===== src/rtl/csi2_pkt_parser.sv =====
// csi2_pkt_parser: CSI-2 header/ECC parser, long-packet payload streamer and short-packet strobe decoder
module csi2_pkt_parser #(
  parameter bit          CHECK_ECC = 1'b1,
  parameter logic [15:0] MAX_WC    = 16'hFFFF
) (
  input  logic        clk_i,
  input  logic        rst_i,
  input  logic        enable_i,
  input  logic [31:0] data_i,
  input  logic        valid_i,
  output logic [31:0] tdata_o,
  output logic        tvalid_o,
  output logic [3:0]  tkeep_o,
  output logic        tlast_o,
  output logic [1:0]  vc_o,
  output logic [5:0]  dt_o,
  output logic        frame_start_o,
  output logic        frame_end_o,
  output logic        line_start_o,
  output logic        line_end_o,
  output logic        eop_o,
  output logic        ecc_err_o
);
  typedef enum logic [1:0] {IDLE, PAYLOAD, CRC_TAIL} state_t;
  state_t state, state_n;
  logic [16:0] rem, rem_n;
  logic [31:0] tdata_n;
  logic [3:0]  tkeep_n;
  logic [1:0]  vc_n;
  logic [5:0]  dt_n, ecc;
  logic [15:0] wc;
  logic tvalid_n, tlast_n, fs_n, fe_n, ls_n, le_n, eop_n, err_n, is_long, hdr_bad;
  assign wc = data_i[23:8];
  // Hamming parity: each bit is the XOR of the header bits it covers
  assign ecc[0] = ^(data_i[23:0] & 24'hF12CB7);
  assign ecc[1] = ^(data_i[23:0] & 24'hF2555B);
  assign ecc[2] = ^(data_i[23:0] & 24'h749A6D);
  assign ecc[3] = ^(data_i[23:0] & 24'hB8E38E);
  assign ecc[4] = ^(data_i[23:0] & 24'hDF03F0);
  assign ecc[5] = ^(data_i[23:0] & 24'hEFFC00);
  assign is_long = data_i[5:4] != 2'b00;
  assign hdr_bad = (CHECK_ECC && ecc != data_i[29:24]) || (is_long && {1'b0, wc} > {1'b0, MAX_WC});
  always_comb begin
    state_n  = state;
    rem_n    = rem;
    tdata_n  = '0;
    tvalid_n = 1'b0;
    tkeep_n  = '0;
    tlast_n  = 1'b0;
    vc_n     = vc_o;
    dt_n     = dt_o;
    fs_n     = 1'b0;
    fe_n     = 1'b0;
    ls_n     = 1'b0;
    le_n     = 1'b0;
    eop_n    = 1'b0;
    err_n    = 1'b0;
    if (!enable_i) state_n = IDLE;
    else if (valid_i) begin
      case (state)
        IDLE: begin
          if (hdr_bad) begin
            err_n = 1'b1;
            eop_n = 1'b1;
          end else begin
            vc_n = data_i[7:6];
            dt_n = data_i[5:0];
            if (!is_long) begin
              eop_n = 1'b1;
              fs_n  = data_i[5:0] == 6'h00;
              fe_n  = data_i[5:0] == 6'h01;
              ls_n  = data_i[5:0] == 6'h02;
              le_n  = data_i[5:0] == 6'h03;
            end else begin
              rem_n   = {1'b0, wc};
              state_n = (wc == 16'd0) ? CRC_TAIL : PAYLOAD;
            end
          end
        end
        PAYLOAD: begin
          tvalid_n = 1'b1;
          tdata_n  = data_i;
          if (rem > 17'd4) begin
            tkeep_n = 4'hF;
            rem_n   = rem - 17'd4;
          end else begin
            // both CRC bytes fit in this word when at most two payload bytes are used
            tlast_n = 1'b1;
            tkeep_n = 4'hF >> (3'd4 - rem[2:0]);
            eop_n   = rem <= 17'd2;
            state_n = (rem <= 17'd2) ? IDLE : CRC_TAIL;
          end
        end
        default: begin
          eop_n   = 1'b1;
          state_n = IDLE;
        end
      endcase
    end
  end
  always_ff @(posedge clk_i or posedge rst_i) begin
    if (rst_i) begin
      state         <= IDLE;
      rem           <= '0;
      tdata_o       <= '0;
      tvalid_o      <= 1'b0;
      tkeep_o       <= '0;
      tlast_o       <= 1'b0;
      vc_o          <= '0;
      dt_o          <= '0;
      frame_start_o <= 1'b0;
      frame_end_o   <= 1'b0;
      line_start_o  <= 1'b0;
      line_end_o    <= 1'b0;
      eop_o         <= 1'b0;
      ecc_err_o     <= 1'b0;
    end else begin
      state         <= state_n;
      rem           <= rem_n;
      tdata_o       <= tdata_n;
      tvalid_o      <= tvalid_n;
      tkeep_o       <= tkeep_n;
      tlast_o       <= tlast_n;
      vc_o          <= vc_n;
      dt_o          <= dt_n;
      frame_start_o <= fs_n;
      frame_end_o   <= fe_n;
      line_start_o  <= ls_n;
      line_end_o    <= le_n;
      eop_o         <= eop_n;
      ecc_err_o     <= err_n;
    end
  end
endmodule


===== config.mk =====
export PLATFORM = sky130hd
export DESIGN_NAME = csi2_pkt_parser
export DESIGN_NICKNAME = d
export VERILOG_FILES = /design/src/rtl/csi2_pkt_parser.sv
export SDC_FILE = /design/constraint.sdc
export NUM_CORES = 1
export LEC_CHECK = 0
export CORE_MARGIN = 1.5
export CORE_UTILIZATION = 40
export CTS_BUF_LIST = sky130_fd_sc_hd__clkbuf_16
export DETAILED_ROUTE_END_ITERATION = 10
export GPL_TIMING_DRIVEN = 0
export HOLD_SLACK_MARGIN = 0.06
export PLACE_DENSITY = 0.66
export SLEW_MARGIN = 20
export SYNTH_ARGS = -nofsm -noshare
export SYNTH_HDL_FRONTEND = slang
export SYNTH_SLANG_ARGS = --single-unit

===== constraint.sdc =====
create_clock -name clk_i -period 6.4 [get_ports clk_i]
set_input_delay 1.28 -clock clk_i [delete_from_list [all_inputs] [get_ports clk_i]]
set_output_delay 1.28 -clock clk_i [all_outputs]
set_load 0.05 [all_outputs]

==> results by group, run 1 <==
Outcome
  – Status: finished clean

Worst setup path
  – Critical path's most frequent cell: xnor2_1
  – Register-to-register setup slack: 3.30 ns
  – Largest stage delay, worst path: 0.51 ns
  – Family with the most delay on the worst path: buffers and inverters
  – Startpoint Class: input pin
  – WS Path Type: input pin to flip-flop
  – Kind of end point of the critical path: flip-flop
  – Worst Path Required: 6.60 ns
  – Critical path peak fanout: 10
  – R2R depth: 6
  – Slowest cell on crit path: clkdlybuf4s50_1
  – Worst r2r src: rem[5]
  – Worst path buffer plus inverter count: 3
  – Crit path arrival time: 4.39 ns
  – Worst R2R End: rem[7]
  – Cell Chain, Critical Path: clkdlybuf4s50_1 > inv_1 > ha_1 > xnor2_1 > xnor3_1 > xnor2_1 > nand2_1 > clkbuf_1 > o41ai_1 > o311ai_1

Synth
  – Sequential fraction of the synthesis area: 0.4514
  – EDFF count, synth: 0
  – Post-synth top flop: dfrtp_1
  – Synth area leader: dfrtp_1
  – Net Count, Synth: 442
  – Syn Area/Cell: 10.20 um^2
  – Async SR Flop Fraction: 1.000
  – Cell area after synthesis: 3936 um^2
  – Synthesized flop and latch total: 71
  – Cells after synthesis: 386
  – Post-synth top area share: 0.4514
  – Area contributors post-synth: dfrtp_1 (45%), ha_1 (6.4%), xnor2_1 (6.0%)
  – Library cells used by synthesis: 48
  – Yosys warnings: 0

Global routing
  – First-pass GRT wire length: 17.33 mm
  – Vias in the first global route: 3380
  – Largest net degree at the start of global routing: 43
  – GRT overflow: 0
  – Initial antenna violation count: 0
  – Total GRT Usage: 0.2235

Floorplanning
  – Die H: 102.2 um
  – DIE AREA: 10440 um^2
  – I/O Pins: 88
  – FP Rows: 36
  – Starting Density: 0.4084
  – Core area: 9639 um^2
  – Die W: 102.2 um

Finish
  – Ant. Diodes: 0
  – Fill count: 893
  – Layout Cells excl Fill: 623
  – Register area: 1777 um^2
  – Layout area overhead: 35.28%
  – Final net count: 541
  – Share of cells above drive strength 1: 0.06735
  – Multi-input gate area in the final layout: 1983 um^2

Pwr
  – Power share of the combinational group: 0.347
  – NetSw: 0.6406 mW
  – Max VDD drop: 140.6 uV
  – Sequential Power Share: 0.332
  – Clock power share: 0.320
  – P_int: 1.093 mW
  – P_leak: 2.395 nW
  – Sw Ratio: 0.3695
  – Pwr dens: 325.5 nW/um^2

Routing
  – Routed wire length: 10.72 mm
  – Vias per cell: 5.356
  – DR vias: 3337
  – Wirelength per Cell: 17.20 um
  – Drt first-iter violations: 305
  – DRT antenna net count: 0
  – Initial DRT Pass Iterations: 5
  – Drt drc: 0

Clock network
  – Buffer levels on the longest clock path: 2
  – Post-CTS Repair Setup Buffers: 0
  – CTS H-tree lvls: 3
  – Post_cts resized: 0
  – Clk pin slew, worst setup/hold paths: 0.06 ns
  – Hold buffers post-CTS: 0
  – TritonCTS clock tree: yes
  – TritonCTS Sinks: 71
  – Number of buffers created by CTS: 9
  – Clock latency on the worst-skew pair: 0.34 ns
  – Root Buffer: clkbuf_16

Placed design
  – Final HPWL DP: 7.789 mm
  – Port Buffer Count: 87
  – RePlAce Congestion: 0.9152
  – Placed instance count: 607

Timing
  – Final Cycle Share: 0.6542
  – Worst clock skew: 0.006921 ns
  – Total negative setup slack: 0 ns
  – Hold Vio Cnt, Final: 0
  – Fmax: 238.8 MHz
  – Slew @ Worst Pin: 0.8728 ns
  – RSZ-0062 raised after global routing: false
  – Final Max Tran Viols: 0
  – Rel. slew slack: 0.4127
  – Fin crit period: 4.187 ns
  – Final setup viols: 0

Hold path
  – Hold Path End: vc_o[1]
  – Worst hold path type: flip-flop to flip-flop
  – Worst hold start: vc_o[1]
  – WHS Path Cells: 1

Flow run
  – Max cap viols: 0
## cell type report
cell class,count,area share
Buffer,17,0.01269
Clock buffer,9,0.04229
Clock inverter,7,0.01950
Inverter,29,0.02091
Multi-Input combinational cell,269,0.3724
Sequential cell,71,0.3336
Tap cell,133,0.03125
Timing Repair Buffer,88,0.1673
## kinds of logic after synthesis
kind of cell | synth area share
mux | 0.03306
compound gates | 0.1144
simple gates | 0.1723
flops | 0.4514
buf+inv | 0.04482
fa+ha+maj | 0.06357
xor+xnor | 0.1205
## sequential cells by signal, summed over array words and instances, names as in the netlist, 2 cells and up
signal	cells
tdata_o	32
state	2
tkeep_o	4
vc_o	2
dt_o	6
rem	17
## synth_stat cells (8+ instances only)
cell type / number
dfrtp_1: 71
nor2_1: 26
o21ai_0: 16
ha_1: 20
xnor2_1: 27
inv_1: 28
mux2_2: 8
nor4_1: 10
a21oi_1: 14
clkbuf_1: 12
nor3_1: 30
nand2_1: 22
xnor3_1: 9
and2_1: 10
## power groups by stage
| stage | logic, mW | registers, mW | clock network [mW] |
|---|---|---|---|
| floorplan | 0.344 | 0.646 | 0 |
| global placement | 0.588 | 0.577 | 0 |
| detailed placement | 0.596 | 0.580 | 0 |
| CTS | 0.599 | 0.574 | 0.563 |
| global route | 0.648 | 0.587 | 0.584 |
| finish | 0.602 | 0.576 | 0.555 |
## layer usage
layer,GRT usage,part of all wire,wire [um]
met5,0,0,0
met4,0.09589,0.022,239
met3,0.04788,0.067,716
met2,0.3510,0.47,5068
met1,0.3000,0.44,4693
## placed cells by master, fill, tap and decap left out, types with 3 or more instances in the layout
| cell | netlist | layout |
|---|---|---|
| a21oi_1 | 14 | 14 |
| a31oi_1 | 4 | 4 |
| and2_1 | 10 | 10 |
| and3_1 | 3 | 3 |
| and4_1 | 4 | 4 |
| buf_2 | 3 | 3 |
| clkbuf_1 | 12 | 12 |
| clkbuf_16 | 0 | 9 |
| clkdlybuf4s50_1 | 0 | 87 |
| clkinv_4 | 0 | 3 |
| dfrtp_1 | 71 | 71 |
| ha_1 | 20 | 20 |
| inv_1 | 28 | 27 |
| mux2_2 | 8 | 8 |
| mux2i_1 | 4 | 4 |
| nand2_1 | 22 | 22 |
| nand2b_1 | 6 | 6 |
| nand3_1 | 3 | 3 |
| nand4_1 | 3 | 3 |
| nor2_1 | 26 | 26 |
| nor3_1 | 30 | 30 |
| nor4_1 | 10 | 10 |
| o21ai_0 | 16 | 16 |
| o22ai_1 | 7 | 7 |
| o311ai_1 | 5 | 5 |
| o31a_1 | 4 | 4 |
| o31ai_1 | 3 | 3 |
| or3_1 | 3 | 3 |
| xnor2_1 | 27 | 27 |
| xnor3_1 | 9 | 9 |
| xor2_1 | 4 | 4 |
## stage by stage
stage | hold WS, ns | power [mW] | util | worst slack [ns] | cell area [um^2]
global placement | 0.4907 | 1.165 | 0.5160 | 1.843 | 4974
CTS | 0.5119 | 1.735 | 0.5524 | 2.210 | 5325
floorplan | 0.5277 | 0.9905 | - | 2.800 | 3936
detailed placement | 0.4985 | 1.176 | 0.5183 | 1.846 | 4996
global route | 0.5313 | 1.819 | 0.5524 | 1.984 | 5325
finish | 0.5091 | 1.733 | 0.5524 | 2.213 | 5325
## worst max-delay path by stage
stage,from,end,slack [ns],cells after the start
2_1_floorplan,data_i[16],dt_o[0],2.80,8
3_3_place_gp,data_i[16],dt_o[1],1.84,9
3_5_place_dp,data_i[16],vc_o[0],1.85,9
4_1_cts,data_i[16],dt_o[2],2.21,9
5_1_grt,data_i[16],vc_o[1],1.98,9
6_report,data_i[20],rem[12],2.21,10
Power figures use the tool's default switching activity.
==> run 2: changes to the inputs <==
Settings changed: PLACE_DENSITY 0.66 to 0.68.
Clock period 6.4 ns to 3.4 ns, I/O delays scaled along.
==> results by group, run 2 (synthesized netlist as in run 1, its figures left out) <==
Floorplanning
  – Die H: 102.2 um (unchanged)
  – DIE AREA: 10440 um^2 (unchanged)
  – Die W: 102.2 um (unchanged)
  – FP Rows: 36 (unchanged)
  – Core area: 9639 um^2 (unchanged)
  – Starting Density: 0.4084 (unchanged)
  – I/O Pins: 88 (unchanged)

Timing
  – Fin crit period: 3.290 ns
  – Final Cycle Share: 0.9677
  – Hold slack final: 0.5101 ns (+0.001006 ns)
  – RSZ-0062 raised after global routing: false
  – Hold Vio Cnt, Final: 0 (unchanged)
  – Fmax: 303.9 MHz
  – Final setup viols: 0 (unchanged)
  – Final Max Tran Viols: 0 (unchanged)
  – Slew @ Worst Pin: 0.8514 ns (-0.02144 ns)
  – Worst clock skew: 0.004049 ns (-0.002872 ns)
  – Rel. slew slack: 0.4272 (+0.01442)

Finish
  – Final core occ: 0.5598 (+0.007399)
  – Max reg flops: 32 (unchanged)
  – Layout Cells excl Fill: 625 (+0.32%)
  – Final net count: 544 (+0.55%)
  – Layout area overhead: 37.09%
  – Commonest non-fill, non-tap cell in the layout: clkdlybuf4s50_1
  – Ant. Diodes: 0 (unchanged)
  – Largest register by flop count: tdata_o
  – Share of cells above drive strength 1: 0.08740 (+0.02005)
  – Commonest cells after routing, fill and taps aside: clkdlybuf4s50_1 (85), dfrtp_1 (71), nor3_1 (30)
  – Top Registers: tdata_o x32, rem x17, dt_o x6

Placed design
  – Port Buffer Count: 87 (unchanged)
  – Final HPWL DP: 7.954 mm (+2.1%)
  – RePlAce Congestion: 0.9029 (-1.3%)
  – Placed instance count: 607 (unchanged)

Routing
  – Drt first-iter violations: 302 (-0.98%)
  – Routed wire length: 11.09 mm (+3.5%)
  – DR vias: 3354 (+0.51%)
  – Drt drc: 0 (unchanged)
  – Vias per cell: 5.366 (+0.19%)
  – Initial DRT Pass Iterations: 5 (unchanged)
  – Wirelength per Cell: 17.74 um (+3.1%)
  – DRT antenna net count: 0 (unchanged)

Clock network
  – TritonCTS Sinks: 71 (unchanged)
  – Hold buffers post-CTS: 0 (unchanged)
  – TritonCTS clock tree: yes
  – Number of buffers created by CTS: 9 (unchanged)
  – Clock latency on the worst-skew pair: 0.33 ns (about the same)
  – Clk pin slew, worst setup/hold paths: 0.06 ns (about the same)
  – CTS H-tree lvls: 3 (unchanged)
  – Buffer levels on the longest clock path: 2 (unchanged)
  – Root Buffer: clkbuf_16

Worst setup path
  – Critical path peak fanout: 10 (unchanged)
  – Kind of end point of the critical path: flip-flop
  – Worst Path Required: 3.62 ns (-2.98 ns)
  – Crit path arrival time: 3.51 ns (-0.88 ns)
  – Startpoint Class: input pin
  – WS Path Type: input pin to flip-flop

Pwr
  – Max VDD drop: 330.8 uV (+140%)
  – Pwr dens: 597.7 nW/um^2 (+84%)
  – P_leak: 2.429 nW (+1.4%)

Global routing
  – Total GRT Usage: 0.2333 (+0.009846)
  – GRT overflow: 0 (unchanged)
  – First-pass GRT wire length: 18.07 mm (+4.3%)
  – Initial antenna violation count: 0 (unchanged)
  – Largest net degree at the start of global routing: 49 (+14%)
  – Vias in the first global route: 3482 (+3.0%)

Flow run
  – Max cap viols: 0 (unchanged)

Hold path
  – Worst hold path type: flip-flop to flip-flop

Outcome
  – Status: finished clean
==> run 2: through the flow <==
| stage | total power [mW] | setup slack, ns | setup TNS [ns] | instance area, um^2 |
|---|---|---|---|---|
| 5_1_grt | 3.397 | 0.008563 | 0 | 5396 |
| 3_3_place_gp | 2.213 | -0.5774 | -37.90 | 4974 |
| 3_5_place_dp | 2.225 | -0.5714 | -15.95 | 5004 |
| 4_1_cts | 3.212 | 0.001427 | 0 | 5355 |
| 2_1_floorplan | 1.864 | 0.4000 | 0 | 3936 |
| 6_report | 3.225 | 0.1100 | 0 | 5396 |
==> run 2: worst paths after layout <==
path	from	endpoint	slack, ns	depth (start not counted)
max	data_i[4]	rem[7]	0.11	10
min reg2reg	dt_o[2]	dt_o[2]	0.51	1
min	dt_o[2]	dt_o[2]	0.51	1
max in group asynchronous	rst_i	rem[12]	2.19	3
min in group asynchronous	rst_i	tdata_o[5]	0.67	2
max reg2reg	rem[5]	rem[7]	0.33	6
==> run 2: worst max-delay path, cell delays in order <==
cell	delay, ns
clkdlybuf4s50_1	0.52
inv_1	0.07
ha_1	0.35
xnor2_2	0.21
xnor3_1	0.36
xnor2_1	0.30
nand4_4	0.24
o31a_1	0.37
buf_2	0.21
o32a_1	0.20
==> run 2: metal layers <==
layer | GRT usage | part of all wire | vias up
li1 | - | - | 1572
met1 | 0.3221 | 0.46 | 1631
met2 | 0.3449 | 0.46 | 130
met3 | 0.06361 | 0.053 | 21
met4 | 0.1022 | 0.023 | 0
met5 | 0 | 0 | -
==> run 2: report_power, final <==
| part | internal, mW | switching (mW) | leakage (nW) | total (mW) |
|---|---|---|---|---|
| registers | 0.968 | 0.113 | 0.963 | 1.08 |
| logic | 0.483 | 0.737 | 1.33 | 1.22 |
| clock network | 0.561 | 0.363 | 0.135 | 0.924 |
| total | 2.01 | 1.21 | 2.43 | 3.23 |
==> run 2: cell type report <==
cell class / instances / area [um^2]
flip-flops and latches: 71 / 1777
well taps: 133 / 166.4
fillers: 881 / 4243
clock buffers: 9 / 225.2
repair buffers: 91 / 934.6
plain buffers: 17 / 82.58
inverters: 29 / 111.4
clock inverters: 6 / 62.56
multi-input cells: 269 / 2037
==> run 2: what timing repair did <==
item                       in CTS  in global routing
pin swaps                       2                  3
resized for setup              10                 11
setup endpoints to repair      32                 31
buffers inserted                3                  0
cloned                          0                  0
